`config.mk`:
```
export PLATFORM = sky130hd
export DESIGN_NAME = seg_display_mux
export DESIGN_NICKNAME = d
export VERILOG_FILES = /design/src/rtl/seg_display_mux_pkg.sv /design/src/rtl/seg7_encoder.sv /design/src/rtl/seg_display_mux.sv
export SDC_FILE = /design/constraint.sdc
export NUM_CORES = 1
export LEC_CHECK = 0
export BUFFER_PORTS_ARGS = -buffer_cell sky130_fd_sc_hd__clkbuf_2
export CAP_MARGIN = 20
export CORE_MARGIN = 3
export CORE_UTILIZATION = 51
export DETAILED_ROUTE_END_ITERATION = 7
export PLACE_DENSITY = 0.86
export SLEW_MARGIN = 20
export SYNTH_ARGS = -nofsm -noshare
export SYNTH_HDL_FRONTEND = slang
export SYNTH_HIERARCHICAL = 1
export SYNTH_SLANG_ARGS = --single-unit
```
`constraint.sdc`:
```
create_clock -name CLK -period 2.1 [get_ports CLK]
set_input_delay 0.105 -clock CLK [delete_from_list [all_inputs] [get_ports CLK]]
set_output_delay 0.105 -clock CLK [all_outputs]
set_load 0.005 [all_outputs]
```
`src/rtl/seg_display_mux_pkg.sv`:
```
// Shared constants for the two-digit seven-segment display multiplexer:
// active-low segment codes ({g,f,e,d,c,b,a}), anode patterns and the digit selector type.
package seg_display_mux_pkg;

    localparam logic [6:0] SEG_0     = 7'h40;
    localparam logic [6:0] SEG_1     = 7'h79;
    localparam logic [6:0] SEG_2     = 7'h24;
    localparam logic [6:0] SEG_3     = 7'h30;
    localparam logic [6:0] SEG_4     = 7'h19;
    localparam logic [6:0] SEG_5     = 7'h12;
    localparam logic [6:0] SEG_6     = 7'h02;
    localparam logic [6:0] SEG_7     = 7'h78;
    localparam logic [6:0] SEG_8     = 7'h00;
    localparam logic [6:0] SEG_9     = 7'h10;
    localparam logic [6:0] SEG_DASH  = 7'h3F;
    localparam logic [6:0] SEG_BLANK = 7'h7F;

    localparam logic [1:0] AN_OFF    = 2'b11;
    localparam logic [1:0] AN_UNITS  = 2'b10;
    localparam logic [1:0] AN_TENS   = 2'b01;

    typedef enum logic {
        DIG_UNITS = 1'b0,
        DIG_TENS  = 1'b1
    } digit_sel_e;

endpackage

```
`src/rtl/seg7_encoder.sv`:
```
// Combinational BCD-to-seven-segment encoder, active-low outputs.
// Codes 10..15 show a dash so upstream conversion errors stay visible.
module seg7_encoder
    import seg_display_mux_pkg::*;
(
    input  logic [3:0] code,
    output logic [6:0] seg
);

    always_comb begin
        seg = SEG_DASH;
        case (code)
            4'd0:    seg = SEG_0;
            4'd1:    seg = SEG_1;
            4'd2:    seg = SEG_2;
            4'd3:    seg = SEG_3;
            4'd4:    seg = SEG_4;
            4'd5:    seg = SEG_5;
            4'd6:    seg = SEG_6;
            4'd7:    seg = SEG_7;
            4'd8:    seg = SEG_8;
            4'd9:    seg = SEG_9;
            default: seg = SEG_DASH;
        endcase
    end

endmodule

```
`src/rtl/seg_display_mux.sv`:
```
// Two-digit multiplexed seven-segment driver: latches BCD digits on LD, scans
// units/tens slots with an all-off dead band at the start of each slot.
module seg_display_mux
    import seg_display_mux_pkg::*;
#(
    parameter int REFRESH_DIV = 50000,
    parameter int DEAD_CYC    = 64
) (
    input  logic       CLK,
    input  logic       RST_N,
    input  logic       LD,
    input  logic [3:0] N2,
    input  logic [3:0] N1,
    input  logic       BLANK_LZ,
    output logic [6:0] SEG,
    output logic [1:0] AN,
    output logic       ACK
);

    localparam int CNT_W = (REFRESH_DIV > 1) ? $clog2(REFRESH_DIV) : 1;
    localparam logic [CNT_W-1:0] CNT_LAST = CNT_W'(REFRESH_DIV - 1);
    localparam logic [CNT_W-1:0] CNT_DEAD = CNT_W'(DEAD_CYC);

    logic [3:0]       d2;
    logic [3:0]       d1;
    logic [CNT_W-1:0] cnt;
    digit_sel_e       dig;

    logic [3:0] active_code;
    logic [6:0] active_seg;
    logic [6:0] next_seg;
    logic [1:0] next_an;

    assign active_code = (dig == DIG_TENS) ? d2 : d1;

    seg7_encoder u_encoder (
        .code (active_code),
        .seg  (active_seg)
    );

    // Output decision uses the pre-edge scan state, so SEG/AN lag CNT by one edge.
    always_comb begin
        next_seg = SEG_BLANK;
        next_an  = AN_OFF;
        if (cnt >= CNT_DEAD) begin
            if (dig == DIG_UNITS) begin
                next_seg = active_seg;
                next_an  = AN_UNITS;
            end else if (!(BLANK_LZ && d2 == 4'd0)) begin
                next_seg = active_seg;
                next_an  = AN_TENS;
            end
        end
    end

    always_ff @(posedge CLK) begin
        if (!RST_N) begin
            d2  <= 4'd0;
            d1  <= 4'd0;
            cnt <= '0;
            dig <= DIG_UNITS;
            ACK <= 1'b0;
            SEG <= SEG_BLANK;
            AN  <= AN_OFF;
        end else begin
            if (LD) begin
                d2 <= N2;
                d1 <= N1;
            end
            ACK <= LD;
            if (cnt == CNT_LAST) begin
                cnt <= '0;
                dig <= (dig == DIG_UNITS) ? DIG_TENS : DIG_UNITS;
            end else begin
                cnt <= cnt + 1'b1;
            end
            SEG <= next_seg;
            AN  <= next_an;
        end
    end

endmodule
```
Yosys cells after proc, flatten, opt, wreduce, memory -nomap -nowiden
Memories as Yosys holds them, arrays and structs flattened.
Cells that the tools add are included.
{ "word_totals": {"in_bits": 12, "mem_count": 1, "romBits": 112, "reg_bits": 35} }
{ "op_classes": {"eq_ne": 1, "n_lt_le_gt_ge": 1, "n_reduce_logical": 5, "mux": 6, "bitwise": 1, "n_addsub": 1} }
{ "mem_list": {"columns": ["memory", "depth", "word_bits", "read_ports", "rd_ports_with_merged_regs", "wr", "line_no", "source"], "rows": [
  ["(no name shown)", 16, 7, 1, 0, 0, "seg7_encoder.sv:12", "case (code)"]
]} }
{ "ops": {"columns": ["op", "n"], "rows": [
  ["$add A16 B1 Y16 const B", 1],
  ["$eq A16 B16 Y1 const B", 1],
  ["$ge A16 B7 Y1 const B", 1],
  ["$mux W7", 2],
  ["$logic_not A4 Y1", 1],
  ["$mux W4", 1],
  ["$reduce_and A3 Y1", 1],
  ["$mux W1", 2],
  ["$mux W2", 1],
  ["$reduce_and A2 Y1", 1],
  ["$reduce_or A2 Y1", 1],
  ["$logic_and A1 B1 Y1", 1],
  ["$not A1 Y1", 1]
]} }

Longest topological paths before layout
Gate-level depths: netlist of the first run.
{ "depth": {"word_depth": 4, "depth_mapped": 7, "mapped_depth_nobuf": 6} }

By module
Netlist of the first run, hierarchy kept.
{ "modules_own_cells": {"columns": ["mod", "area_per_inst_um2", "n_inst", "seq_area_each_um2", "cells_each"], "rows": [
  ["seg_display_mux", 1431.4, 1, 700.7, 144],
  ["seg7_encoder", 224.0, 1, 0.0, 31]
]} }

Worst setup path before layout of the first run
OpenSTA, ideal clock, no wires.
{ "synth_timing": {"path_kind": "reg2reg", "from": "register cnt[13]", "to": "register cnt[10]", "slack_ns": -0.015, "setup_ns": 0.117, "stages_incl_launch_ff": 6, "required_time_ns": 1.983, "t_arrival_ns": 1.998, "cell_sequence": "dfxtp_1 -> or4_4 -> or4b_4 -> o31ai_4 -> buf_2 -> nor2_1"} }
{ "synth_via": {"elab_chain_len": 2} }
{ "synth_rtl": {"columns": ["element", "line_no", "source"], "rows": [
  ["from (decl)", "seg_display_mux.sv:26", "logic [CNT_W-1:0] cnt;"],
  ["from (signal assigned)", "seg_display_mux.sv:75", "cnt <= cnt + 1'b1;"],
  ["$eq A16 B16 Y1", "seg_display_mux.sv:71", "if (cnt == CNT_LAST) begin"],
  ["$reduce_or A2 Y1 (no source line)", null, null]
]} }
Every way passes these cells.
A chain may end at the register's enable or synchronous reset.

Final worst setup path of the first run
{ "layout_timing": {"from": "register cnt[13]", "to": "register dig"} }
{ "layout_via": {"elab_chain_len": 1} }
{ "layout_rtl": {"columns": ["element", "line_no", "source"], "rows": [
  ["$eq A16 B16 Y1", "seg_display_mux.sv:71", null],
  ["to (signal assigned)", "seg_display_mux.sv:73", "dig <= (dig == DIG_UNITS) ? DIG_TENS : DIG_UNITS;"],
  ["to (decl)", "seg_display_mux.sv:27", "digit_sel_e dig;"]
]} }
Every way passes these cells.

==> results of run 1 <==
==> per-layer routing <==
layer / share of wire (%) / GRT usage, %
met1: 47 / 21.1
met3: 5.1 / 3.96
met5: 0 / 0
met2: 47 / 28.7
met4: 0.65 / 7.71
==> placed cells by master, fill, tap and decap left out, types with 5 or more instances in the layout <==
cell                       count
sky130_fd_sc_hd__nor2b_1       9
sky130_fd_sc_hd__nand2b_1      8
sky130_fd_sc_hd__xnor2_1       9
sky130_fd_sc_hd__xor2_1        5
sky130_fd_sc_hd__nand3_1       7
sky130_fd_sc_hd__buf_4         5
sky130_fd_sc_hd__dfxtp_1      34
sky130_fd_sc_hd__clkbuf_4      5
sky130_fd_sc_hd__mux2i_1       9
sky130_fd_sc_hd__clkbuf_2     21
sky130_fd_sc_hd__nand2_1       5
sky130_fd_sc_hd__ha_1          7
sky130_fd_sc_hd__nor3_1        5
sky130_fd_sc_hd__nand4_1       5
sky130_fd_sc_hd__inv_1         7
sky130_fd_sc_hd__a21oi_1       5
sky130_fd_sc_hd__nor2_1       19
==> power by group <==
group	leakage (nW)	switching (W)	internal [W]
registers	0.285	0.0000126	0.000679
logic	0.438	0.0000523	0.0000547
clock network	0.0482	0.000226	0.000281
==> sequential cells by signal, summed over array words and instances, names as in the netlist <==
signal	cells
AN	2
d2	4
dig	1
ACK	1
d1	4
SEG	7
cnt	16
==> worst register-to-register path, delay by kind of cell, from the launching register on <==
family           cells  cell delay [ns]
AND/OR/NAND/NOR      3             1.55
AO/OA/AOI/OAI        1             0.14
flip-flops           1             0.33
==> path summary, 6_finish.rpt <==
kind | to | from
worst min-delay path | d1[3]$_SDFFE_PN0P_ | N1[3]
worst max-delay path | dig$_SDFFE_PN0N_ | cnt[13]$_SDFF_PP0_
worst max register to register | dig$_SDFFE_PN0N_ | cnt[13]$_SDFF_PP0_
worst min register to register | cnt[0]$_SDFF_PP0_ | cnt[0]$_SDFF_PP0_
==> cell type report <==
cell class | count | area, um^2
clock inverters | 2 | 35.0
flip-flops and latches | 35 | 702
well taps | 44 | 55.1
multi-input cells | 126 | 898
inverters | 7 | 26.3
repair buffers | 27 | 163
fillers | 251 | 1150
clock buffers | 6 | 51.3
==> through the flow <==
stage / hold slack (ns) / instances / utilization [%]
after floorplan: 0.256 / 175 / -
after global placement: 0.361 / 238 / 59.4
after detailed placement: 0.374 / 238 / 59.4
after CTS: 0.0228 / 246 / 62.2
after global routing: 0.0371 / 247 / 62.7
final: 0.0237 / 247 / 62.7
==> kinds of logic (layout without fill, tap and decap cells) <==
kind of cell / Yosys count / in the layout
AO/OA/AOI/OAI: 13 / 13
XOR/XNOR: 14 / 14
adder cells (fa/ha/maj): 7 / 7
buffers and inverters: 14 / 42
flip-flops: 35 / 35
multiplexers: 13 / 13
AND/OR/NAND/NOR: 79 / 79
==> repair_timing <==
item | CTS | global route
setup buffers | 0 | 1
pin swaps | 2 | 3
resized for setup | 1 | 2
endpoints found under the setup margin | 1 | 1
==> impl_results.md, run 1 <==
- R2R Setup Slk: 0.02 ns
- Netlist area before placement: 1660 um^2
- Gate count of the mapped netlist: 175
- CP Cell Sequence: or4_4 -> or4b_4 -> or4_4 -> a21boi_2
- All-Layer GR Usage: 17.3%
- Adder and majority cell fraction of the synthesized area: 5.29%
- Setup violations, final: 0
- Antenna violations before repair: 0
- Top area cells in the synthesized netlist: sky130_fd_sc_hd__dfxtp_1 (42%), sky130_fd_sc_hd__mux2i_1 (5.4%), sky130_fd_sc_hd__ha_1 (5.3%)
- Status: finished, final reports clean
- Clock edge transition at the registers on the reported setup and hold paths: 0.11 ns
- Proportion of layout cells with a drive suffix above 1: 23.2%
- Final max-slew violation count: 0
- Core box area: 3080 um^2
- Slew at the pin closest to its max-slew limit: 0.580 ns
- Cell repeated most along the worst path: sky130_fd_sc_hd__or4_4
- Cts bufs inserted: 5
- Cell type group with the largest total delay on the critical path: simple AND/OR/NAND/NOR gates
- Number of ports placed on the die boundary: 22
- Library cell used as clock root buffer: sky130_fd_sc_hd__clkbuf_4
- Net count after synthesis: 194
- CTS tree: built
- Number of enable flip-flop cells after synthesis: 0
- Count of final hold-check violations: 0
- Detailed-route via count: 1292
- Post-CTS Hold Fix Bufs: 0
- Vert. Die Dim: 63.0 um
- Net count of the finished layout: 221
- Startpoint Class: flip-flop
- GR Overflow Total: 0
- Relative area change from synthesis to final layout: 16.6%
- Estimated wirelength of the detail-placed design: 2.25 mm
- Post-placement cell area: 1830 um^2
- Via density: 5.23
- Clock latency at the later pin of the worst-skew pair: 0.33 ns
- H-tree depth: 2
- CP endpoint kind: flip-flop
- Slowest Stage Delay on Critical Path: 0.57 ns
- Xor-xnor portion of the synthesized cell area: 7.41%
- Drt pass-1 iters: 4
- Die area: 3970 um^2
- Worst setup slack after placement: -0.00995 ns
- Sum of internal, switching and leakage power: 0.00131 W
- Power density cells: 676 nW/um^2
- Cells on Worst Hold Path: 3
- First-pass GRT wire length: 5.47 mm
- R2r worst-path depth: 4
- Clk sinks: 35
- DR iter-0 viols: 120
- Number of placement rows: 20
- Main combinational cell family by area after synthesis: simple AND/OR/NAND/NOR gates
- Die width: 63.0 um
- Area share of the leading cell type in the synthesized netlist: 42.3%
- Area fraction in compound gates after synthesis: 5.82%
- Fraction of registers with async set or reset after synthesis: 0%
- Maximum number of pins on one net before global-route repair: 16
- Routed WL: 3.25 mm
- Number of routed nets with antenna violations: 0
- Top post-synthesis cells by count: sky130_fd_sc_hd__dfxtp_1 (35), sky130_fd_sc_hd__nor2_1 (19), sky130_fd_sc_hd__mux2i_1 (9), sky130_fd_sc_hd__nor2b_1 (9), sky130_fd_sc_hd__xnor2_1 (9)
- VDD IR max: 0.310 mV
- Initial core utilization: 53.8%
- Most common flop cell mapped by yosys: sky130_fd_sc_hd__dfxtp_1
- Post-Route Skew: 0.00290 ns
- Count of input and output buffers: 21
- Minimum clock period: 2.08 ns
- FMAX: 482 MHz
- Critical path start-end classification: flip-flop to flip-flop
- Largest fanout on the critical path: 3
- Cell area after layout: 1930 um^2
- Remaining design rule violation count: 0
- Avg Inst Size Synth: 9.46 um^2
- Share of cell area taken by muxes after synthesis: 8.16%
- Synthesized-area fraction occupied by and/or/nand/nor cells: 27.1%
- Slew HR: 60.9%
- Dominant cell type by area after synthesis: sky130_fd_sc_hd__dfxtp_1
- Data required time at the worst endpoint: 2.38 ns
- Most common cell in the synthesized netlist: sky130_fd_sc_hd__dfxtp_1
- Number of logic stages on the critical path including buffering: 4
- Via count of the first global-routing pass: 1320
- Data arrival time of the critical path: 2.35 ns
- Average routed wire per standard cell: 13.2 um
- Leakage dissipation: 0.771 nW
- Gp weighted congestion: 0.739
- Path type of the worst min-delay path: input port to flip-flop
- Part of the cycle the worst path needs: 98.8%
- Count of antenna diodes in the layout: 0
- Max-cap violations: 0
- Fraction of the yosys area taken by sequential cells: 42.3%
- Sum Neg Setup Slack: 0 ns
- Warning count from the yosys run: 6
- Synth unique cells: 38
- Master of the slowest instance on the critical path: sky130_fd_sc_hd__or4b_4
- Number of register bits inferred by synthesis: 35
- Buf/Inv on CP: 0
- CTS max path bufs: 2
- Minimum setup slack in the final design: 0.0247 ns
No activity file was read; power rests on OpenSTA's default activity.
==> inputs of run 2 (changes only) <==
Settings changed: CELL_PAD_IN_SITES_DETAIL_PLACEMENT set to 0, CELL_PAD_IN_SITES_GLOBAL_PLACEMENT set to 2, CORE_UTILIZATION 51 to 31, PLACE_DENSITY 0.86 to 0.84, SKIP_LAST_GASP set to 1.
==> run 2 against run 1 <==
The flow now finishes with violations (setup timing). Cell area grew 1.7%. Hold slack better by 0.048 ns. Sequential share of layout area is 0.69 points lower. Via count fell by 2.8%. Clock skew grew 0.0086 ns. Register-to-register slack got worse by 0.03 ns. Clock-buffer cell count down 1. Global-route usage shrank 5.5 points. Utilization fell by 23 points. Combinational power hardly changed. Critical path type unchanged. Largest cell class unchanged. Largest power group unchanged.
==> impl_results.md, run 2 (synthesis gave the netlist of run 1 again) <==
- Part of the cycle the worst path needs: 100% (was 98.8%)
- Number of routed nets with antenna violations: 0 (unchanged)
- Largest fanout on the critical path: 3 (unchanged)
- Gp weighted congestion: 0.827 (was 0.739)
- Relative area change from synthesis to final layout: 18.7% (was 16.6%)
- Post-Route Skew: 0.0115 ns (was 0.00290 ns)
- Post-CTS Hold Fix Bufs: 0 (unchanged)
- Average routed wire per standard cell: 11.6 um (was 13.2 um)
- Largest registers ranked by flip-flop count: cnt x16, SEG x7 (unchanged)
- Most common cell after layout, fill and taps aside: sky130_fd_sc_hd__dfxtp_1 (unchanged)
- Drt pass-1 iters: 4 (unchanged)
- CP endpoint kind: flip-flop (unchanged)
- Initial core utilization: 33.5% (was 53.8%)
- Die area: 6250 um^2 (was 3970 um^2)
- Worst Hold Margin: 0.0714 ns (was 0.0237 ns)
- First-pass GRT wire length: 5.79 mm (was 5.47 mm)
- Minimum setup slack in the final design: -0.0101 ns (was 0.0247 ns)
- Antenna violations before repair: 0 (unchanged)
- Startpoint Class: flip-flop (unchanged)
- CTS max path bufs: 2 (unchanged)
- Count of antenna diodes in the layout: 0 (unchanged)
- Net count of the finished layout: 224 (was 221)
- Core box area: 4940 um^2 (was 3080 um^2)
- Routed length on met2: 1.45 mm (was 1.54 mm)
- H-tree depth: 2 (unchanged)
- Via count of the first global-routing pass: 1310 (was 1320)
- Final max-slew violation count: 0 (unchanged)
- Vert. Die Dim: 79.1 um (was 63.0 um)
- Violations in the final reports: setup timing
- Most used cells in the layout excluding fill and tap cells: sky130_fd_sc_hd__dfxtp_1 (35), sky130_fd_sc_hd__clkbuf_2 (21), sky130_fd_sc_hd__nor2_1 (19) (was sky130_fd_sc_hd__dfxtp_1 (34), sky130_fd_sc_hd__clkbuf_2 (21), sky130_fd_sc_hd__nor2_1 (19))
- Status: finished, violations left (was finished, final reports clean)
- Critical path start-end classification: flip-flop to flip-flop (unchanged)
- Slew at the pin closest to its max-slew limit: 0.575 ns (was 0.580 ns)
- Number of placement rows: 25 (was 20)
- Met3 wire len: 103 um (was 167 um)
- Register with the highest flop count: cnt (unchanged)
- CTS tree: built (unchanged)
- GR Overflow Total: 0 (unchanged)
- All-Layer GR Usage: 11.7% (was 17.3%)
- Power density cells: 639 nW/um^2 (was 676 nW/um^2)
- Via density: 4.62 (was 5.23)
- Count of final hold-check violations: 0 (unchanged)
- FMAX: 474 MHz (was 482 MHz)
- Leakage dissipation: 0.776 nW (was 0.771 nW)
- Number of ports placed on the die boundary: 22 (unchanged)
- Clock latency at the later pin of the worst-skew pair: 0.28 ns (was 0.33 ns)
- Library cell used as clock root buffer: sky130_fd_sc_hd__clkbuf_8 (was sky130_fd_sc_hd__clkbuf_4)
- DR iter-0 viols: 62 (was 120)
- Count of input and output buffers: 21 (unchanged)
- Setup violations, final: 1 (was 0)
- Flip-flop count of the largest register, all copies and words added: 16 (unchanged)
- Die width: 79.1 um (was 63.0 um)
- Path type of the worst min-delay path: input port to flip-flop (unchanged)
- Routed metal-1 wirelength: 1.57 mm (was 1.52 mm)
- Slew HR: 61.7% (was 60.9%)
- Clk sinks: 35 (unchanged)
- Clock edge transition at the registers on the reported setup and hold paths: 0.07 ns (was 0.11 ns)
- Cell area after layout: 1960 um^2 (was 1930 um^2)
- Detailed-route via count: 1256 (was 1292)
- Routed WL: 3.16 mm (was 3.25 mm)
- Cts bufs inserted: 5 (unchanged)
- VDD IR max: 0.272 mV (was 0.310 mV)
- Proportion of layout cells with a drive suffix above 1: 23.4% (was 23.2%)
- Top layer reached by signal wires: met4 (unchanged)
- Setup repair after global routing missed its margin: yes
- Data required time at the worst endpoint: 2.32 ns (was 2.38 ns)
- Post-placement cell area: 1870 um^2 (was 1830 um^2)
- Estimated wirelength of the detail-placed design: 2.43 mm (was 2.25 mm)
- Final core utilization: 39.7% (was 62.7%)
- Data arrival time of the critical path: 2.33 ns (was 2.35 ns)
- Minimum clock period: 2.11 ns (was 2.08 ns)
- Remaining design rule violation count: 0 (unchanged)
- Setup repair bufs after CTS: 0 (unchanged)
- Max-cap violations: 0 (unchanged)
- Maximum number of pins on one net before global-route repair: 15 (was 16)
[run 2: cell count changes in the layout (fill, tap and decap cells not counted)]
cell	delta
sky130_fd_sc_hd__dfxtp_2	-1
sky130_fd_sc_hd__dfxtp_1	+1
sky130_fd_sc_hd__buf_4	+4
sky130_fd_sc_hd__clkbuf_4	-5
sky130_fd_sc_hd__buf_12	-1
sky130_fd_sc_hd__clkbuf_8	+4
sky130_fd_sc_hd__bufinv_16	-1
sky130_fd_sc_hd__clkinv_4	+1
[run 2: area by class of cell]
class | count | area (um^2)
multi-input cells | 126 | 898
inverters | 7 | 26.3
clock inverters | 2 | 13.8
repair buffers | 30 | 173
clock buffers | 5 | 68.8
flip-flops and latches | 35 | 701
fillers | 538 | 2980
well taps | 67 | 83.8
[run 2: worst paths after layout]
check,from,endpoint,slack [ns],cells past startpoint
setup / recovery,cnt[13]$_SDFF_PP0_,dig$_SDFFE_PN0N_,-0.01,4
hold / removal,N1[1],d1[1]$_SDFFE_PN0P_,0.07,3
setup reg to reg,cnt[13]$_SDFF_PP0_,dig$_SDFFE_PN0N_,-0.01,4
hold reg to reg,d1[0]$_SDFFE_PN0P_,d1[0]$_SDFFE_PN0P_,0.52,2
[run 2: timing repair]
| item | in CTS | in global routing |
|---|---|---|
| pin swaps | 1 | 2 |
| endpoints found under the setup margin | 1 | 1 |
| resized for setup | 0 | 2 |
[run 2: critical path: stages (launching register included)]
cell and delay, ns:
sky130_fd_sc_hd__dfxtp_1 0.31, sky130_fd_sc_hd__or4_4 0.53, sky130_fd_sc_hd__or4b_4 0.56, sky130_fd_sc_hd__or4_4 0.53, sky130_fd_sc_hd__a21boi_2 0.12
[run 2: routing by layer]
metal	vias up	GRT usage, %
met2	15	19.3
met1	587	14.4
met5	-	0
li1	649	-
met3	5	3.06
met4	0	5.15
[run 2: metrics by stage]
| step | setup slack (ns) | cells | setup TNS [ns] | total power (W) |
|---|---|---|---|---|
| 6_report | -0.0101 | 272 | -0.0101 | 0.00125 |
| 3_3_place_gp | 0.0233 | 265 | 0 | 0.000812 |
| 3_5_place_dp | -0.00217 | 265 | -0.00217 | 0.000813 |
| 5_1_grt | -0.0549 | 272 | -0.0638 | 0.00134 |
| 2_1_floorplan | 0.00776 | 175 | 0 | 0.000783 |
| 4_1_cts | 0.00348 | 272 | 0 | 0.00128 |
[run 2: power by group]
group          internal, W  switching (W)
Clock             0.000226       0.000233
Sequential        0.000679      0.0000113
Combinational    0.0000547      0.0000508
Total             0.000960       0.000295
